`config.mk`:
```
export PLATFORM = sky130hd
export DESIGN_NAME = am_vector_store_flat
export DESIGN_NICKNAME = d
export VERILOG_FILES = /design/src/rtl/am_vector_store_pkg.sv /design/src/rtl/am_vector_store_if.sv /design/src/rtl/am_vector_store_row_bank.sv /design/src/rtl/am_vector_store.sv /design/src/flat_wrapper.sv
export SDC_FILE = /design/constraint.sdc
export NUM_CORES = 1
export LEC_CHECK = 0
export BUFFER_PORTS_ARGS = -buffer_cell sky130_fd_sc_hd__buf_2
export CAP_MARGIN = 20
export CORE_MARGIN = 2
export CORE_UTILIZATION = 53
export DETAILED_ROUTE_END_ITERATION = 8
export HOLD_SLACK_MARGIN = 0.03
export PLACE_DENSITY = 0.77
export SYNTH_ARGS = -nofsm -noshare
export SYNTH_HDL_FRONTEND = slang
export SYNTH_SLANG_ARGS = --single-unit
```
`constraint.sdc`:
```
create_clock -name clk_i -period 1.9 [get_ports clk_i]
set_input_delay 0.19 -clock clk_i [delete_from_list [all_inputs] [get_ports clk_i]]
set_output_delay 0.19 -clock clk_i [all_outputs]
set_load 0.1 [all_outputs]
```
`src/rtl/am_vector_store_pkg.sv`:
```
// Shared AM package: geometry, row/column types and the write FSM encoding.
// Imported by the vector store, its row bank and the write interface.
package am_vector_store_pkg;

  localparam int unsigned VECTOR_CNT      = 4;
  localparam int unsigned ROWS_PER_HDVECT = 2;
  localparam int unsigned MEM_ROW_WIDTH   = 8;
  localparam int unsigned ROW_CNT         = VECTOR_CNT * ROWS_PER_HDVECT;

  localparam int unsigned VECTOR_IDX_W  = 3;
  localparam int unsigned COLUMN_ADDR_W = 4;

  localparam int unsigned BEAT_W =
    (ROWS_PER_HDVECT > 1) ? $clog2(ROWS_PER_HDVECT) : 1;
  localparam int unsigned COL_SEL_W =
    (MEM_ROW_WIDTH > 1) ? $clog2(MEM_ROW_WIDTH) : 1;
  // wide enough for any index value times rows per vector
  localparam int unsigned ROW_ADDR_W =
    $clog2((2 ** VECTOR_IDX_W) * ROWS_PER_HDVECT);

  typedef logic [MEM_ROW_WIDTH-1:0] row_t;
  typedef logic [ROW_CNT-1:0]       column_t;
  typedef logic [COLUMN_ADDR_W-1:0] column_addr_t;
  typedef logic [VECTOR_IDX_W-1:0]  vector_idx_t;
  typedef logic [BEAT_W-1:0]        beat_t;
  typedef logic [ROW_ADDR_W-1:0]    row_addr_t;

  typedef enum logic [1:0] {
    WR_IDLE = 2'd0,
    WR_FILL = 2'd1,
    WR_DONE = 2'd2
  } wr_state_e;

  localparam beat_t BEAT_LAST = beat_t'(ROWS_PER_HDVECT - 1);

  function automatic logic idx_in_range(vector_idx_t idx);
    return int'(idx) < int'(VECTOR_CNT);
  endfunction

  function automatic row_addr_t row_addr(vector_idx_t idx, beat_t beat);
    return row_addr_t'(row_addr_t'(idx) * row_addr_t'(ROWS_PER_HDVECT)
                       + row_addr_t'(beat));
  endfunction

endpackage

```
`src/rtl/am_vector_store_if.sv`:
```
// Beat-wise vector write channel into the AM vector store.
// master = writer, slave = store.
interface am_vector_store_if;
  import am_vector_store_pkg::*;

  logic        wr_valid_i;
  logic        wr_ready_o;
  vector_idx_t wr_vector_idx_i;
  row_t        wr_row_i;
  logic        wr_done_o;
  logic        wr_err_o;

  modport master (
    output wr_valid_i,
    output wr_vector_idx_i,
    output wr_row_i,
    input  wr_ready_o,
    input  wr_done_o,
    input  wr_err_o
  );

  modport slave (
    input  wr_valid_i,
    input  wr_vector_idx_i,
    input  wr_row_i,
    output wr_ready_o,
    output wr_done_o,
    output wr_err_o
  );

endinterface

```
`src/rtl/am_vector_store_row_bank.sv`:
```
// Flop row array with a single row write port and a
// combinational column read (pre-write data in the write cycle).
module am_row_bank
  import am_vector_store_pkg::*;
(
  input  logic         clk_i,
  input  logic         rst_ni,
  input  logic         we_i,
  input  row_addr_t    waddr_i,
  input  row_t         wdata_i,
  input  column_addr_t column_addr_i,
  output column_t      column_o
);

  row_t mem_q [ROW_CNT];

  always_ff @(posedge clk_i or negedge rst_ni) begin
    if (!rst_ni) begin
      for (int r = 0; r < ROW_CNT; r++) begin
        mem_q[r] <= '0;
      end
    end else if (we_i) begin
      for (int r = 0; r < ROW_CNT; r++) begin
        if (waddr_i == row_addr_t'(r)) begin
          mem_q[r] <= wdata_i;
        end
      end
    end
  end

  logic [COL_SEL_W-1:0] col_sel;
  logic                 col_ok;

  assign col_sel = column_addr_i[COL_SEL_W-1:0];
  assign col_ok  = int'(column_addr_i) < int'(MEM_ROW_WIDTH);

  always_comb begin
    column_o = '0;
    if (col_ok) begin
      for (int r = 0; r < ROW_CNT; r++) begin
        column_o[r] = mem_q[r][col_sel];
      end
    end
  end

endmodule

```
`src/rtl/am_vector_store.sv`:
```
// AM vector store: beat-wise vector writes into a row bank,
// column-wise reads for the search unit.
module am_vector_store
  import am_vector_store_pkg::*;
#(
  parameter bit WRITE_LOCK_EN = 1'b1
) (
  input  logic             clk_i,
  input  logic             rst_ni,
  am_vector_store_if.slave wr,
  input  logic             search_busy_i,
  input  column_addr_t     column_addr_i,
  output column_t          column_o
);

  wr_state_e   state_q, state_d;
  beat_t       beat_q, beat_d;
  vector_idx_t idx_q, idx_d;

  logic      lock;
  logic      ready;
  logic      done;
  logic      err;
  logic      row_we;
  row_addr_t row_waddr;

  assign lock = WRITE_LOCK_EN & search_busy_i;

  always_ff @(posedge clk_i or negedge rst_ni) begin
    if (!rst_ni) begin
      state_q <= WR_IDLE;
      beat_q  <= '0;
      idx_q   <= '0;
    end else begin
      state_q <= state_d;
      beat_q  <= beat_d;
      idx_q   <= idx_d;
    end
  end

  always_comb begin
    state_d   = state_q;
    beat_d    = beat_q;
    idx_d     = idx_q;
    ready     = 1'b0;
    done      = 1'b0;
    err       = 1'b0;
    row_we    = 1'b0;
    row_waddr = row_addr(idx_q, beat_q);
    unique case (state_q)
      WR_IDLE: begin
        ready = !lock;
        if (wr.wr_valid_i && !lock) begin
          idx_d     = wr.wr_vector_idx_i;
          row_waddr = row_addr(wr.wr_vector_idx_i, '0);
          row_we    = idx_in_range(wr.wr_vector_idx_i);
          beat_d    = beat_t'(1);
          state_d   = (ROWS_PER_HDVECT == 1) ? WR_DONE : WR_FILL;
        end
      end
      WR_FILL: begin
        ready = !lock;
        if (wr.wr_valid_i && !lock) begin
          row_we = idx_in_range(idx_q);
          beat_d = beat_t'(beat_q + 1'b1);
          if (beat_q == BEAT_LAST) begin
            beat_d  = '0;
            state_d = WR_DONE;
          end
        end
      end
      WR_DONE: begin
        done    = 1'b1;
        err     = !idx_in_range(idx_q);
        state_d = WR_IDLE;
      end
      default: begin
        state_d = WR_IDLE;
      end
    endcase
  end

  assign wr.wr_ready_o = ready;
  assign wr.wr_done_o  = done;
  assign wr.wr_err_o   = err;

  am_row_bank u_bank (
    .clk_i         (clk_i),
    .rst_ni        (rst_ni),
    .we_i          (row_we),
    .waddr_i       (row_waddr),
    .wdata_i       (wr.wr_row_i),
    .column_addr_i (column_addr_i),
    .column_o      (column_o)
  );

endmodule

```
`src/flat_wrapper.sv`:
```
// flat-port wrapper written by rule: the top's interface ports become plain ports
module am_vector_store_flat import am_vector_store_pkg::*;
#(
  parameter bit WRITE_LOCK_EN = 1'b1
)
  (clk_i, rst_ni, search_busy_i, column_addr_i, column_o, wr_wr_valid_i, wr_wr_vector_idx_i, wr_wr_row_i, wr_wr_ready_o, wr_wr_done_o, wr_wr_err_o);
  am_vector_store_if wr_i ();
  input  logic clk_i;
  input  logic rst_ni;
  input  logic search_busy_i;
  input  column_addr_t column_addr_i;
  output column_t column_o;
  input wire logic [$bits(wr_i.wr_valid_i)-1:0] wr_wr_valid_i;
  input wire logic [$bits(wr_i.wr_vector_idx_i)-1:0] wr_wr_vector_idx_i;
  input wire logic [$bits(wr_i.wr_row_i)-1:0] wr_wr_row_i;
  output wire logic [$bits(wr_i.wr_ready_o)-1:0] wr_wr_ready_o;
  output wire logic [$bits(wr_i.wr_done_o)-1:0] wr_wr_done_o;
  output wire logic [$bits(wr_i.wr_err_o)-1:0] wr_wr_err_o;
  assign wr_i.wr_valid_i = wr_wr_valid_i;
  assign wr_i.wr_vector_idx_i = wr_wr_vector_idx_i;
  assign wr_i.wr_row_i = wr_wr_row_i;
  assign wr_wr_ready_o = wr_i.wr_ready_o;
  assign wr_wr_done_o = wr_i.wr_done_o;
  assign wr_wr_err_o = wr_i.wr_err_o;
  am_vector_store #(.WRITE_LOCK_EN(WRITE_LOCK_EN)) u_core (.clk_i(clk_i), .rst_ni(rst_ni), .wr(wr_i), .search_busy_i(search_busy_i), .column_addr_i(column_addr_i), .column_o(column_o));
endmodule
```
==> results of run 1 <==
==> timing repair <==
| item | in CTS | in global routing |
|---|---|---|
| hold endpoints to repair | 15 | 0 |
| buffers inserted | 5 | 6 |
| setup endpoints to repair | 64 | 73 |
| hold buffers | 1 | 0 |
| pin swaps | 5 | 6 |
| resized for setup | 67 | 32 |
| cloned | 0 | 0 |
==> flip-flops by register name, indices dropped and copies added (netlist names) <==
signal               flops
u_core.state_q           2
u_core.u_bank.mem_q     64
u_core.beat_q            1
u_core.idx_q             3
==> power by group through the flow <==
stage	logic (mW)	clock network (mW)	registers (mW)
after global routing	2.94	1.24	2.61
final	2.79	1.16	2.53
after global placement	2.04	0	2.47
after detailed placement	2.10	0	2.49
after floorplan	1.69	0	2.38
after CTS	2.51	1.16	2.50
==> Yosys cell counts <==
master and n:
dfrtp_1 70, mux2_2 59, mux4_2 16, nor2_1 12, mux2i_1 10, mux2_4 8
clkbuf_1 7, a21oi_2 3, nand2_1 3, nand3_1 3, buf_1 2, nand3b_1 2
nor2b_1 2, nor3b_4 2, or3_1 2, or4b_1 2, a21o_1 1, a21oi_1 1
and2_1 1, buf_2 1, buf_6 1, inv_1 1, nor3_1 1, nor4b_1 1
or3_4 1, or3b_4 1, or4_1 1
==> per-stage QoR <==
| stage | hold WS (ns) | instance area, um2 | total power [mW] | utilization (%) | setup WS, ns |
|---|---|---|---|---|---|
| floorplan | -0.1056 | 3465 | 4.063 | - | -0.1690 |
| global placement | 0.1308 | 3884 | 4.510 | 64.83 | -0.1250 |
| detailed placement | 0.1398 | 3884 | 4.594 | 64.83 | -0.1437 |
| CTS | 0.08704 | 4390 | 6.157 | 73.29 | -0.1334 |
| global route | 0.07803 | 4559 | 6.786 | 76.11 | -0.1757 |
| finish | 0.09020 | 4559 | 6.485 | 76.11 | -0.1268 |
==> layout make-up <==
cell class,instances,area (um2)
multi-input combinational,132,1916
timing repair buffer,60,616.8
clock inverter,2,35.03
tap,75,93.84
fill,330,1431
sequential,70,1753
clock buffer,11,141.4
inverter,1,3.754
==> cells by family (layout without fill, tap and decap cells) <==
kind of cell	Yosys count	count (layout)
muxes	93	93
AOI/OAI and AO/OA	5	5
DFF	70	70
and+or+nand+nor	34	34
buffers and inverters	12	74
==> routing by layer <==
| layer | track usage [%] | vias up | wire length, um |
|---|---|---|---|
| li1 | - | 908 | - |
| met1 | 34.71 | 1114 | 3442 |
| met2 | 37.90 | 55 | 3952 |
| met3 | 5.865 | 7 | 380 |
| met4 | 6.110 | 0 | 72 |
| met5 | 0 | - | 0 |
==> worst max-delay path by stage <==
stage / slack, ns / cells after the start / start / to
6_report: -0.13 / 9 / u_core.state_q[1] / u_core.u_bank.mem_q[10]
3_3_place_gp: -0.12 / 5 / u_core.state_q[1] / u_core.u_bank.mem_q[48]
2_1_floorplan: -0.17 / 5 / u_core.state_q[1] / u_core.u_bank.mem_q[48]
3_5_place_dp: -0.14 / 8 / u_core.state_q[1] / u_core.u_bank.mem_q[12]
4_1_cts: -0.13 / 5 / u_core.state_q[1] / u_core.u_bank.mem_q[48]
5_1_grt: -0.18 / 9 / u_core.state_q[1] / u_core.u_bank.mem_q[10]
==> results by group, run 1 <==
Critical path
  – FF-to-FF path depth: 9
  – Family with the most delay on the worst path: buffers and inverters
  – Crit path max fanout: 8
  – Bufs and invs on worst path: 5
  – CP endpoint kind: flip-flop
  – Slowest CP cell: dfrtp_1
  – Slowest stage delay, CP: 0.38 ns
  – Critical path class: flip-flop to flip-flop
  – R2r startpoint: u_core.state_q[1]
  – CP cell instances: buf_4, buf_6, nor4b_4, buf_4, buf_6, or3_1, a21o_1, buf_12, mux2_2
  – FF-to-FF setup slack: -0.13 ns
  – Worst r2r dst: u_core.u_bank.mem_q[10]
  – CP arrival: 2.25 ns
  – Worst path required time: 2.12 ns
  – Crit path launch type: flip-flop

STA
  – F_max: 493.4 MHz
  – Worst slew margin: 65.41%
  – RSZ-0062 raised after global routing: yes
  – Crit share post-route: 106.7%
  – Worst-Margin Slew: 0.5189 ns
  – Final Hold Vio Count: 0
  – Clk_skew: 0.009143 ns
  – Max Slew Vio Count: 0
  – Worst setup margin: -0.1268 ns
  – Tmin final: 2.027 ns
  – Setup TNS: -3.237 ns
  – Setup-failing EPs final: 56

Global routing
  – Grt ovf: 0
  – Pin count of the biggest net entering global routing: 56
  – Initial antenna violation count: 0
  – First-pass GRT wire length: 12630 um
  – Tot GR Track Use: 24.28%
  – Vias in the first global route: 2247

Place
  – Placed Cells: 328
  – GPL Wtd Cong: 0.7877
  – Dpl hpwl: 4504 um
  – IO Port Bufs: 29

Layout
  – Final nets: 293
  – Most frequent cells in the layout: 69 x dfrtp_1, 53 x mux2_4, 20 x buf_2, 19 x buf_4, 16 x mux4_2
  – Number of antenna diodes: 0
  – Non-filler instance count after layout: 351
  – Share of post-route cells with drive strength above 1: 68.84%
  – Layout area overhead: 37.82%
  – Leading cell type in the layout, fill and taps excluded: dfrtp_1

Floorplanning
  – Die X: 83.01 um
  – # rows: 28
  – Initial Utilization: 55.22%
  – Core Region: 5991 um2
  – Die area: 6890 um2
  – Num ports: 30
  – Die Ht: 83.01 um

Synth
  – Post-synthesis sequential area ratio: 52.95%
  – Synth Area in Compound Gates: 1.172%
  – XOR/XNOR Fraction of Synth Area: 0%
  – Unique masters post-synth: 27
  – Ys Warns: 0
  – Yosys top cell by area: dfrtp_1
  – Largest cells by area after synthesis: dfrtp_1 53%, mux2_2 20%, mux4_2 11%
  – Post-Synthesis Cell Area: 3308 um2
  – Share of the synthesized area in the top cell type: 52.95%
  – Largest family of logic cells by synthesized area: multiplexers
  – Adder-cell share of the synthesized area: 0%
  – Seq cells post-synth: 70
  – Synth Area per Inst: 15.46 um2
  – Net Count, Synth: 233
  – Syn Inst Count: 214
  – Fraction of the mapped netlist area in simple logic gates: 6.619%
  – Mux contribution to synthesized area: 37.63%

Drt
  – Remaining antenna violation count: 0
  – Initial DRC Count: 88
  – Routed vias: 2084
  – Via density: 5.937
  – Avg WL per Cell: 22.36 um
  – # DRC: 0
  – DRT Pass-1 Iters: 4
  – Total wire length: 7848 um

CTS
  – Clock Sinks: 70
  – H-tree depth: 3
  – CTS Buf Count: 9
  – CTS root buf: clkbuf_8
  – Max Root-Sink Buffers: 2
  – Worst-Skew Late Latency: 0.35 ns
  – CTS tree: built
  – Clk pin slew, worst setup/hold paths: 0.07 ns

Pwr
  – P_int: 4.359 mW
  – Sw power: 2.126 mW
  – PD cells: 1422 nW/um2
  – Sw Ratio: 32.78%
  – Comb power frac: 43.1%
  – Pleak: 2.051 nW
  – Clock share of power: 17.9%
  – VDD IR max: 820.4 uV
  – Sequential share of power: 39.0%

Hold path
  – Hold_sp: wr_wr_vector_idx_i[2]
  – Worst Hold Endpoint: u_core.idx_q[2]
  – Worst hold-check path type: input pin to flip-flop
  – Hold Path Depth: 2

Outcome
  – Status: finished with violations
  – Violated checks: negative setup slack

Flow run
  – Maxcap violations: 0
Power figures use the tool's default switching activity.
==> inputs of run 2 (changes only) <==
- CAP_MARGIN: 20 -> 25
- PLACE_DENSITY: 0.77 -> 0.74
==> run 2 against run 1 <==
The flow still finishes with violations (negative setup slack); die area did not move; count of clock-buffer cells in the layout did not move; clock power rose by 6%; critical path type unchanged; critical endpoint is now u_core.u_bank.mem_q[55].
==> results by group, run 2 (same netlist as run 1, synthesis figures left out) <==
CTS
  – Clock Sinks: 70
  – H-tree depth: 3
  – CTS root buf: clkbuf_8
  – CTS tree: built
  – CTS Buf Count: 9
  – Clk pin slew, worst setup/hold paths: 0.08 ns
  – Worst-Skew Late Latency: 0.35 ns
  – Max Root-Sink Buffers: 2

Place
  – Post-DP Area: 3884 um2
  – Dpl hpwl: 4549 um
  – Placement Setup Slack: -0.1620 ns
  – GPL Wtd Cong: 0.7809
  – IO Port Bufs: 29
  – Placed Cells: 328

Layout
  – Non-filler instance count after layout: 352
  – Share of post-route cells with drive strength above 1: 67.87%
  – Largest register FFs: 64
  – Final nets: 291
  – Biggest regs: u_core.u_bank.mem_q: 64 flops, u_core.idx_q: 3 flops, u_core.state_q: 2 flops
  – Fillcell total: 372
  – Number of antenna diodes: 0
  – Top reg by flops: u_core.u_bank.mem_q
  – Layout area overhead: 34.46%
  – Leading cell type in the layout, fill and taps excluded: dfrtp_1
  – Most frequent cells in the layout: 70 x dfrtp_1, 40 x mux2_2, 27 x mux2_4, 21 x buf_2, 17 x buf_4
  – Cell area after layout: 4448 um2

Global routing
  – Grt ovf: 0
  – Initial antenna violation count: 0
  – Vias in the first global route: 2128
  – Tot GR Track Use: 21.68%
  – Pin count of the biggest net entering global routing: 58
  – First-pass GRT wire length: 11380 um

STA
  – Worst slew margin: 66.67%
  – RSZ-0062 raised after global routing: yes
  – F_max: 496.2 MHz
  – Setup-failing EPs final: 41
  – Clk_skew: 0.01033 ns
  – Tmin final: 2.015 ns
  – Worst setup margin: -0.1155 ns
  – Final Hold Vio Count: 0
  – Setup TNS: -2.251 ns
  – Crit share post-route: 106.1%
  – Max Slew Vio Count: 0
  – Worst-Margin Slew: 0.4999 ns

Pwr
  – Sw Ratio: 32.29%
  – Comb power frac: 40.2%
  – PD cells: 1406 nW/um2
  – Sequential share of power: 40.1%
  – P_int: 4.235 mW
  – Sw power: 2.020 mW
  – Clock share of power: 19.7%
  – VDD IR max: 989.3 uV
  – Pleak: 1.986 nW

Critical path
  – CP endpoint kind: flip-flop
  – Crit path max fanout: 8
  – Slowest stage delay, CP: 0.44 ns
  – Worst path required time: 2.13 ns
  – Slowest CP cell: or3_4
  – CP cell instances: or3b_4, or3_4, or3_4, mux2_4
  – Critical path class: flip-flop to flip-flop
  – Cell mode on critical path: or3_4
  – Crit path launch type: flip-flop
  – FF-to-FF setup slack: -0.12 ns
  – CP arrival: 2.25 ns

Drt
  – Initial DRC Count: 71
  – Remaining antenna violation count: 0
  – Avg WL per Cell: 19.62 um
  – DRT Pass-1 Iters: 4
  – Total wire length: 6907 um
  – # DRC: 0
  – Routed vias: 2038
  – Via density: 5.790

Floorplanning
  – Num ports: 30
  – Die X: 83.01 um
  – Initial Utilization: 55.22%
  – Die area: 6890 um2
  – # rows: 28
  – Core Region: 5991 um2
  – Die Ht: 83.01 um

Outcome
  – Violated checks: negative setup slack
  – Status: finished with violations

Hold path
  – Worst hold-check path type: input pin to flip-flop

Flow run
  – Maxcap violations: 0
-- run 2: what timing repair did --
action	4_1_cts	5_1_grt
hold buffers	1	0
pin swaps	3	1
setup endpoints to repair	64	64
gates resized for setup	43	17
endpoints found under the hold margin	13	0
buffers inserted	4	4
-- run 2: worst max-delay path, delay by kind of cell, from the launching register on --
| kind | cells | cell delay [ns] |
|---|---|---|
| muxes | 1 | 0.33 |
| and+or+nand+nor | 3 | 1.19 |
| DFF | 1 | 0.38 |
-- run 2: layer usage --
layer / track usage [%] / routed length, um / up-vias
met4: 8.048 / 122 / 0
met5: 0 / 0 / -
met2: 34.38 / 3474 / 46
met1: 29.40 / 3076 / 1064
met3: 5.070 / 234 / 11
li1: - / - / 917
-- run 2: final cells by class --
type,instances,area (um2),area share (%)
tap,75,93.84,2.110
clock inverter,5,56.30,1.266
clock buffer,11,151.4,3.404
inverter,1,3.754,0.08439
multi-input combinational,132,1799,40.45
sequential,70,1752,39.38
timing repair buffer,58,591.8,13.31
-- run 2: final timing paths --
| path | endpoint | startpoint | cells after the start |
|---|---|---|---|
| max in group asynchronous | u_core.u_bank.mem_q[33] | rst_ni | 3 |
| setup / recovery | u_core.u_bank.mem_q[55] | u_core.state_q[1] | 4 |
| min in group asynchronous | u_core.u_bank.mem_q[12] | rst_ni | 2 |
| hold / removal | u_core.idx_q[2] | wr_wr_vector_idx_i[2] | 2 |
| hold reg to reg | u_core.u_bank.mem_q[11] | u_core.u_bank.mem_q[11] | 1 |
| setup reg to reg | u_core.u_bank.mem_q[55] | u_core.state_q[1] | 4 |
-- run 2: power by group through the flow --
stage	logic (mW)	registers, mW	clock network [mW]
floorplan	1.69	2.38	0
global placement	2.03	2.47	0
detailed placement	2.08	2.50	0
CTS	2.35	2.49	1.26
global route	2.66	2.58	1.33
finish	2.52	2.51	1.23
-- run 2: stage by stage --
stage	utilization, %	total power [mW]	hold WS (ns)
after floorplan	-	4.063	-0.1056
after global placement	64.83	4.503	0.1157
after detailed placement	64.83	4.583	0.1146
after CTS	72.35	6.094	0.08862
after global routing	74.25	6.566	0.09893
final	74.25	6.255	0.1021
